==> src/rtl/gcd_pkg.sv <==
// Shared definitions for the GCD dispatcher slice: defaults, FSM encoding, FIFO entry layout.
package gcd_pkg;

  localparam int unsigned GCD_W       = 8;
  localparam int unsigned GCD_DEPTH   = 4;
  localparam int unsigned GCD_TAG_W   = 4;
  localparam int unsigned GCD_TIMEOUT = 300;

  typedef enum logic [1:0] {
    ST_IDLE,
    ST_ISSUE,
    ST_WAIT_DONE
  } gcd_state_t;

  // Entry layout at default widths; the dispatcher packs {a, b, tag} in this order.
  typedef struct packed {
    logic [GCD_W-1:0]     a;
    logic [GCD_W-1:0]     b;
    logic [GCD_TAG_W-1:0] tag;
  } gcd_entry_t;

endpackage

==> src/rtl/gcd_dispatcher_if.sv <==
// Bundles the operand, result, core and status signals of the GCD dispatcher.
interface gcd_dispatcher_if
  import gcd_pkg::*;
#(
    parameter int unsigned W     = GCD_W,
    parameter int unsigned TAG_W = GCD_TAG_W
);
    logic             in_valid;
    logic             in_ready;
    logic [W-1:0]     in_a;
    logic [W-1:0]     in_b;
    logic             out_valid;
    logic             out_ready;
    logic [W-1:0]     out_gcd;
    logic [TAG_W-1:0] out_tag;
    logic             gcd_start;
    logic [W-1:0]     gcd_a;
    logic [W-1:0]     gcd_b;
    logic             gcd_done;
    logic [W-1:0]     gcd_result;
    logic             busy;
    logic             timeout_err;

    modport master (
        input  in_valid, in_a, in_b, out_ready, gcd_done, gcd_result,
        output in_ready, out_valid, out_gcd, out_tag, gcd_start, gcd_a, gcd_b,
               busy, timeout_err
    );

    modport slave (
        output in_valid, in_a, in_b, out_ready, gcd_done, gcd_result,
        input  in_ready, out_valid, out_gcd, out_tag, gcd_start, gcd_a, gcd_b,
               busy, timeout_err
    );
endinterface

==> src/rtl/gcd_op_fifo.sv <==
// Synchronous operand FIFO with wrap-around pointers; no full or empty bypass.
module gcd_op_fifo #(
    parameter  int unsigned DW    = 20,
    parameter  int unsigned DEPTH = 4,
    localparam int unsigned AW    = $clog2(DEPTH)
) (
    input  logic          clk,
    input  logic          rst_n,
    input  logic          push,
    input  logic [DW-1:0] din,
    input  logic          pop,
    output logic [DW-1:0] dout,
    output logic          full,
    output logic          empty,
    output logic [AW:0]   count
);
    localparam int unsigned CW = AW + 1;

    logic [DW-1:0] mem [DEPTH];
    logic [AW-1:0] wr_ptr;
    logic [AW-1:0] rd_ptr;
    logic [AW:0]   cnt;
    logic          do_push;
    logic          do_pop;

    assign do_push = push && !full;
    assign do_pop  = pop && !empty;

    always_ff @(posedge clk) begin
        if (!rst_n) begin
            wr_ptr <= '0;
            rd_ptr <= '0;
            cnt    <= '0;
        end else begin
            if (do_push) wr_ptr <= wr_ptr + 1'b1;
            if (do_pop)  rd_ptr <= rd_ptr + 1'b1;
            case ({do_push, do_pop})
                2'b10:   cnt <= cnt + 1'b1;
                2'b01:   cnt <= cnt - 1'b1;
                default: cnt <= cnt;
            endcase
        end
    end

    always_ff @(posedge clk) begin
        if (do_push) mem[wr_ptr] <= din;
    end

    assign dout  = mem[rd_ptr];
    assign full  = (cnt == CW'(DEPTH));
    assign empty = (cnt == '0);
    assign count = cnt;
endmodule

==> src/rtl/gcd_dispatcher.sv <==
// Queues operand pairs, issues them one at a time to a start/done GCD core,
// and holds each tagged result for a valid/ready consumer.
module gcd_dispatcher
  import gcd_pkg::*;
#(
    parameter int unsigned W       = GCD_W,
    parameter int unsigned DEPTH   = GCD_DEPTH,
    parameter int unsigned TAG_W   = GCD_TAG_W,
    parameter int unsigned TIMEOUT = GCD_TIMEOUT
) (
    input logic clk,
    input logic rst_n,
    gcd_dispatcher_if.master bus
);
    localparam int unsigned EW = 2 * W + TAG_W;
    localparam int unsigned AW = $clog2(DEPTH);
    localparam int unsigned CW = $clog2(TIMEOUT);

    gcd_state_t       state, state_nxt;
    logic [TAG_W-1:0] tag_cnt;
    logic [W-1:0]     op_a, op_b;
    logic [TAG_W-1:0] op_tag;
    logic             out_valid_q;
    logic [W-1:0]     out_gcd_q;
    logic [TAG_W-1:0] out_tag_q;
    logic [CW-1:0]    to_cnt;
    logic             timeout_q;
    logic             capture;

    logic             fifo_push, fifo_pop, fifo_full, fifo_empty;
    logic [AW:0]      fifo_count;
    logic [EW-1:0]    fifo_din, fifo_dout;

    assign fifo_push = bus.in_valid && !fifo_full;
    assign fifo_din  = {bus.in_a, bus.in_b, tag_cnt};

    gcd_op_fifo #(.DW(EW), .DEPTH(DEPTH)) u_fifo (
        .clk   (clk),
        .rst_n (rst_n),
        .push  (fifo_push),
        .din   (fifo_din),
        .pop   (fifo_pop),
        .dout  (fifo_dout),
        .full  (fifo_full),
        .empty (fifo_empty),
        .count (fifo_count)
    );

    always_ff @(posedge clk) begin
        if (!rst_n) state <= ST_IDLE;
        else        state <= state_nxt;
    end

    // A held result blocks issue unless it is being consumed this cycle.
    always_comb begin
        state_nxt = state;
        fifo_pop  = 1'b0;
        capture   = 1'b0;
        unique case (state)
            ST_IDLE: begin
                if (!fifo_empty && (!out_valid_q || bus.out_ready)) begin
                    fifo_pop  = 1'b1;
                    state_nxt = ST_ISSUE;
                end
            end
            ST_ISSUE: state_nxt = ST_WAIT_DONE;
            ST_WAIT_DONE: begin
                if (bus.gcd_done) begin
                    capture   = 1'b1;
                    state_nxt = ST_IDLE;
                end
            end
            default: state_nxt = ST_IDLE;
        endcase
    end

    always_ff @(posedge clk) begin
        if (!rst_n) begin
            tag_cnt     <= '0;
            op_a        <= '0;
            op_b        <= '0;
            op_tag      <= '0;
            out_valid_q <= 1'b0;
            out_gcd_q   <= '0;
            out_tag_q   <= '0;
            to_cnt      <= '0;
            timeout_q   <= 1'b0;
        end else begin
            if (fifo_push) tag_cnt <= tag_cnt + 1'b1;
            if (fifo_pop) {op_a, op_b, op_tag} <= fifo_dout;

            if (capture) begin
                out_valid_q <= 1'b1;
                out_gcd_q   <= bus.gcd_result;
                out_tag_q   <= op_tag;
            end else if (bus.out_ready) begin
                out_valid_q <= 1'b0;
            end

            // Counter saturates at TIMEOUT-1 so the flag cannot be re-armed by wrap.
            if (state == ST_ISSUE)
                to_cnt <= '0;
            else if (state == ST_WAIT_DONE && to_cnt != CW'(TIMEOUT - 1))
                to_cnt <= to_cnt + 1'b1;

            if (state == ST_WAIT_DONE && !bus.gcd_done && to_cnt == CW'(TIMEOUT - 1))
                timeout_q <= 1'b1;
        end
    end

    assign bus.in_ready    = !fifo_full;
    assign bus.out_valid   = out_valid_q;
    assign bus.out_gcd     = out_gcd_q;
    assign bus.out_tag     = out_tag_q;
    assign bus.gcd_start   = (state == ST_ISSUE);
    assign bus.gcd_a       = op_a;
    assign bus.gcd_b       = op_b;
    assign bus.busy        = (state != ST_IDLE) || (fifo_count != '0);
    assign bus.timeout_err = timeout_q;
endmodule

==> src/flat_wrapper.sv <==
// flat-port wrapper written by rule: the top's interface ports become plain ports
module gcd_dispatcher_flat import gcd_pkg::*;
#(
    parameter int unsigned W       = GCD_W,
    parameter int unsigned DEPTH   = GCD_DEPTH,
    parameter int unsigned TAG_W   = GCD_TAG_W,
    parameter int unsigned TIMEOUT = GCD_TIMEOUT
)
  (clk, rst_n, bus_in_valid, bus_in_a, bus_in_b, bus_out_ready, bus_gcd_done, bus_gcd_result, bus_in_ready, bus_out_valid, bus_out_gcd, bus_out_tag, bus_gcd_start, bus_gcd_a, bus_gcd_b, bus_busy, bus_timeout_err);
  gcd_dispatcher_if #(.W(W), .TAG_W(TAG_W)) bus_i ();
  input logic clk;
  input logic rst_n;
  input wire logic [$bits(bus_i.in_valid)-1:0] bus_in_valid;
  input wire logic [$bits(bus_i.in_a)-1:0] bus_in_a;
  input wire logic [$bits(bus_i.in_b)-1:0] bus_in_b;
  input wire logic [$bits(bus_i.out_ready)-1:0] bus_out_ready;
  input wire logic [$bits(bus_i.gcd_done)-1:0] bus_gcd_done;
  input wire logic [$bits(bus_i.gcd_result)-1:0] bus_gcd_result;
  output wire logic [$bits(bus_i.in_ready)-1:0] bus_in_ready;
  output wire logic [$bits(bus_i.out_valid)-1:0] bus_out_valid;
  output wire logic [$bits(bus_i.out_gcd)-1:0] bus_out_gcd;
  output wire logic [$bits(bus_i.out_tag)-1:0] bus_out_tag;
  output wire logic [$bits(bus_i.gcd_start)-1:0] bus_gcd_start;
  output wire logic [$bits(bus_i.gcd_a)-1:0] bus_gcd_a;
  output wire logic [$bits(bus_i.gcd_b)-1:0] bus_gcd_b;
  output wire logic [$bits(bus_i.busy)-1:0] bus_busy;
  output wire logic [$bits(bus_i.timeout_err)-1:0] bus_timeout_err;
  assign bus_i.in_valid = bus_in_valid;
  assign bus_i.in_a = bus_in_a;
  assign bus_i.in_b = bus_in_b;
  assign bus_i.out_ready = bus_out_ready;
  assign bus_i.gcd_done = bus_gcd_done;
  assign bus_i.gcd_result = bus_gcd_result;
  assign bus_in_ready = bus_i.in_ready;
  assign bus_out_valid = bus_i.out_valid;
  assign bus_out_gcd = bus_i.out_gcd;
  assign bus_out_tag = bus_i.out_tag;
  assign bus_gcd_start = bus_i.gcd_start;
  assign bus_gcd_a = bus_i.gcd_a;
  assign bus_gcd_b = bus_i.gcd_b;
  assign bus_busy = bus_i.busy;
  assign bus_timeout_err = bus_i.timeout_err;
  gcd_dispatcher #(.W(W), .DEPTH(DEPTH), .TAG_W(TAG_W), .TIMEOUT(TIMEOUT)) u_core (.clk(clk), .rst_n(rst_n), .bus(bus_i));
endmodule
==> config.mk <==
export PLATFORM = sky130hd
export DESIGN_NAME = gcd_dispatcher_flat
export DESIGN_NICKNAME = d
export VERILOG_FILES = /design/src/rtl/gcd_pkg.sv /design/src/rtl/gcd_dispatcher_if.sv /design/src/rtl/gcd_op_fifo.sv /design/src/rtl/gcd_dispatcher.sv /design/src/flat_wrapper.sv
export SDC_FILE = /design/constraint.sdc
export NUM_CORES = 1
export LEC_CHECK = 0
export ABC_CLOCK_PERIOD_IN_PS = 3200
export CORE_AREA = 4 4 104 106
export DETAILED_ROUTE_END_ITERATION = 7
export DIE_AREA = 0 0 108 110
export GPL_TIMING_DRIVEN = 0
export MAX_ROUTING_LAYER = met4
export PLACE_DENSITY = 0.77
export SLEW_MARGIN = 20
export SYNTH_ARGS = -nofsm -noshare
export SYNTH_HDL_FRONTEND = slang
export SYNTH_SLANG_ARGS = --single-unit
==> constraint.sdc <==
create_clock -name clk -period 3.2 [get_ports clk]
set_input_delay 0.32 -clock clk [delete_from_list [all_inputs] [get_ports clk]]
set_output_delay 0.32 -clock clk [all_outputs]
set_load 0.01 [all_outputs]
==> results.json <==
{
  "status": "complete, no violations",
  "placed_cell_area_sq_um": 6070,
  "tightest_slew_ns": 1.06,
  "muxShareOfSynthArea_pct": 9.45,
  "clockBufferDepth": 2,
  "die_y_microns": 110,
  "fillers": 700,
  "cts_inserted_buffers": 17,
  "synthArstFlopShare_pct": 0,
  "io_buffers": 60,
  "synth_fp_nets": 405,
  "hold_path_class": "in -> reg",
  "drt_iter0_markers": 233,
  "maxCapViolCount": 0,
  "holdPathStages": 3,
  "r2r_cells": 10,
  "clk_pin_slew_worst_paths_ns": 0.06,
  "post_cts_resized": 0,
  "io_pins": 62,
  "core_area_sq_um": 9770,
  "crit_required_ns": 3.65,
  "drt_first_pass_iters": 4,
  "peakVddDrop_v": 0.000592,
  "synth_compound_area_share_pct": 7.46,
  "ys.flop_type": "edfxtp_1",
  "cts_setup_buffers": 0,
  "switchingPower_mw": 1.56,
  "path_max_fanout": 10,
  "p_leak_nw": 2.28,
  "overflow": 0,
  "p_total_mw": 5.51,
  "finalCritPeriodShare_pct": 79.4,
  "htreeDepth": 4,
  "synth_edf_count": 80,
  "yosysWarnings": 0,
  "fin_hold_ws_ns": 0.148,
  "wl_per_cell_microns": 17.0,
  "seq_area_sq_um": 3520,
  "clockPowerShare_pct": 33.3,
  "root_buffer": "clkbuf_8",
  "setup_tns_ns": 0,
  "cts_sinks": 136,
  "synthAdderAreaFrac_pct": 2.03,
  "n_antenna_cell": 0,
  "postRouteWirelength_microns": 10100,
  "dpl.hpwl_microns": 6660,
  "syn_inst": 368,
  "rows": 36,
  "pwr_density_cell_nw_per_um2": 832,
  "layout_min_cycle_time_ns": 2.54,
  "synth.distinct_cells": 43,
  "worstPathArrival_ns": 2.99,
  "fmax_mhz": 393,
  "maxSlewViolCount": 0,
  "layout_commonest_cell": "edfxtp_1",
  "die-area_sq_um": 11900,
  "yosys.area_share.simple_pct": 11.4,
  "synth_top_family_by_area": "simple AND/OR/NAND/NOR gates",
  "yosysSeqAreaShare_pct": 66.5,
  "relSlewSlack_pct": 29.2,
  "syn2layout_area_growth_pct": 25.1,
  "grt_usage_pct": 19.0,
  "ant_nets": 0,
  "setup_viol": 0,
  "antenna_found_initial": 0,
  "cts_hold_buffers": 0,
  "grt_start_max_net_pins": 21,
  "synth_xor_area_share_pct": 0.331,
  "grt_pass1_vias": 3272,
  "netlist_area_sq_um": 5300,
  "hold_violations": 0,
  "drive_above_1_share_pct": 15.9,
  "grt_pass1_wl_microns": 16200,
  "yosys_register_bits": 136,
  "fin_skew_ns": 0.00802,
  "layout_common_cells": "80 x edfxtp_1, 60 x clkdlybuf4s50_1, 56 x dfxtp_1, 53 x nand2_1, 27 x a21oi_1",
  "vias": 3202,
  "clk_latency_ns": 0.53,
  "nNetsFinal": 484,
  "design_area_sq_um": 6630,
  "final_util_pct": 67.8,
  "start_util_pct": 54.2,
  "comb_power_share_pct": 25.6,
  "critPathLaunchType": "register",
  "intPower_mw": 3.95,
  "routabilityCongestion": 0.785,
  "rsz0062_at_grt": "false",
  "switching_share_pct": 28.3,
  "cp-end-kind": "register",
  "syn_avg_cell_area_sq_um": 14.4,
  "seq_power_share_pct": 41.2,
  "cts_tree": "yes",
  "crit_type": "reg -> reg",
  "multi_input_area_sq_um": 1630,
  "avgViaCountPerCell": 5.40,
  "fp.dieW_microns": 108,
  "drc_errors": 0
}
==> cells by family after synthesis <==
| family | Yosys count |
|---|---|
| DFF | 136 |
| adders and majority gates | 8 |
| xor gates and xnor gates | 2 |
| AOI/OAI and AO/OA | 61 |
| and+or+nand+nor | 107 |
| buffers and inverters | 29 |
| muxes | 25 |
==> metal layers <==
layer / track usage, % / share of wire (%) / up-vias
li1: - / - / 1545
met5: - / 0 / -
met3: 5.88 / 5.8 / 10
met2: 33.1 / 55 / 81
met1: 20.8 / 39 / 1566
met4: 6.31 / 0.86 / 0
==> state kept, by name (all words and copies together) (netlist names) <==
signal	count
u_core.bus.out_tag	4
u_core.op_tag	4
u_core.bus.gcd_b	8
u_core.u_fifo.count	3
u_core.bus.out_gcd	8
u_core.bus.timeout_err	1
u_core.tag_cnt	4
u_core.u_fifo.rd_ptr	2
u_core.bus.out_valid	1
u_core.to_cnt	9
u_core.u_fifo.mem	80
u_core.bus.gcd_a	8
u_core.u_fifo.wr_ptr	2
u_core.state	2
==> Yosys cell counts, types with 4 or more instances <==
cell type,number,area [sq um]
edfxtp_1,80,2400
dfxtp_1,56,1120
nand2_1,53,199
a21oi_1,27,135
mux4_2,20,450
o2bb2ai_1,20,175
inv_1,9,33.8
nand3_1,9,45.0
nor2_1,9,33.8
buf_2,8,40.0
o21ai_0,8,40.0
ha_1,7,87.6
clkbuf_1,6,22.5
or3_1,6,37.5
mux2i_1,5,50.1
and3_1,4,25.0
nand2b_1,4,25.0
o31ai_1,4,30.0
or4_1,4,30.0
==> layout make-up <==
class                      instances  area share, %
clock inverter                    11           1.87
tap                              133           2.51
clock buffer                      21           6.62
buffer                            18           1.66
timing repair buffer              60           9.06
inverter                          11          0.623
sequential                       136           53.1
multi-input combinational        203           24.5
==> worst paths after layout <==
kind,startpoint,end,slack [ns]
worst min register to register,u_core.bus.out_gcd[6]$_SDFFE_PN0P_,u_core.bus.out_gcd[6]$_SDFFE_PN0P_,0.45
worst max-delay path,u_core.state[1]$_SDFFE_PN0P_,u_core.u_fifo.count[2]$_SDFFE_PN0P_,0.66
worst min-delay path,bus_in_valid,u_core.tag_cnt[1]$_SDFFE_PN0P_,0.15
worst max register to register,u_core.state[1]$_SDFFE_PN0P_,u_core.u_fifo.count[2]$_SDFFE_PN0P_,0.66
==> power groups by stage <==
stage | clock network, mW | registers (mW) | logic (mW)
floorplan | 0 | 2.31 | 0.878
global placement | 0 | 2.29 | 1.38
detailed placement | 0 | 2.31 | 1.42
CTS | 1.87 | 2.28 | 1.43
global route | 1.95 | 2.30 | 1.54
finish | 1.83 | 2.27 | 1.41
==> stage by stage <==
step / worst slack (ns) / instances
3_3_place_gp: 0.484 / 561
5_1_grt: 0.539 / 593
6_report: 0.658 / 593
3_5_place_dp: 0.419 / 561
2_1_floorplan: 0.917 / 368
4_1_cts: 0.663 / 593
==> critical path, cell delays in order, from the launching register on <==
cell,delay [ns]
dfxtp_1,0.30
buf_6,0.14
or2_4,0.29
nor3_2,0.18
buf_2,0.30
ha_1,0.23
inv_1,0.06
fa_1,0.37
xor2_1,0.16
or3_1,0.31
a21oi_1,0.15
Power figures use the tool's default switching activity.
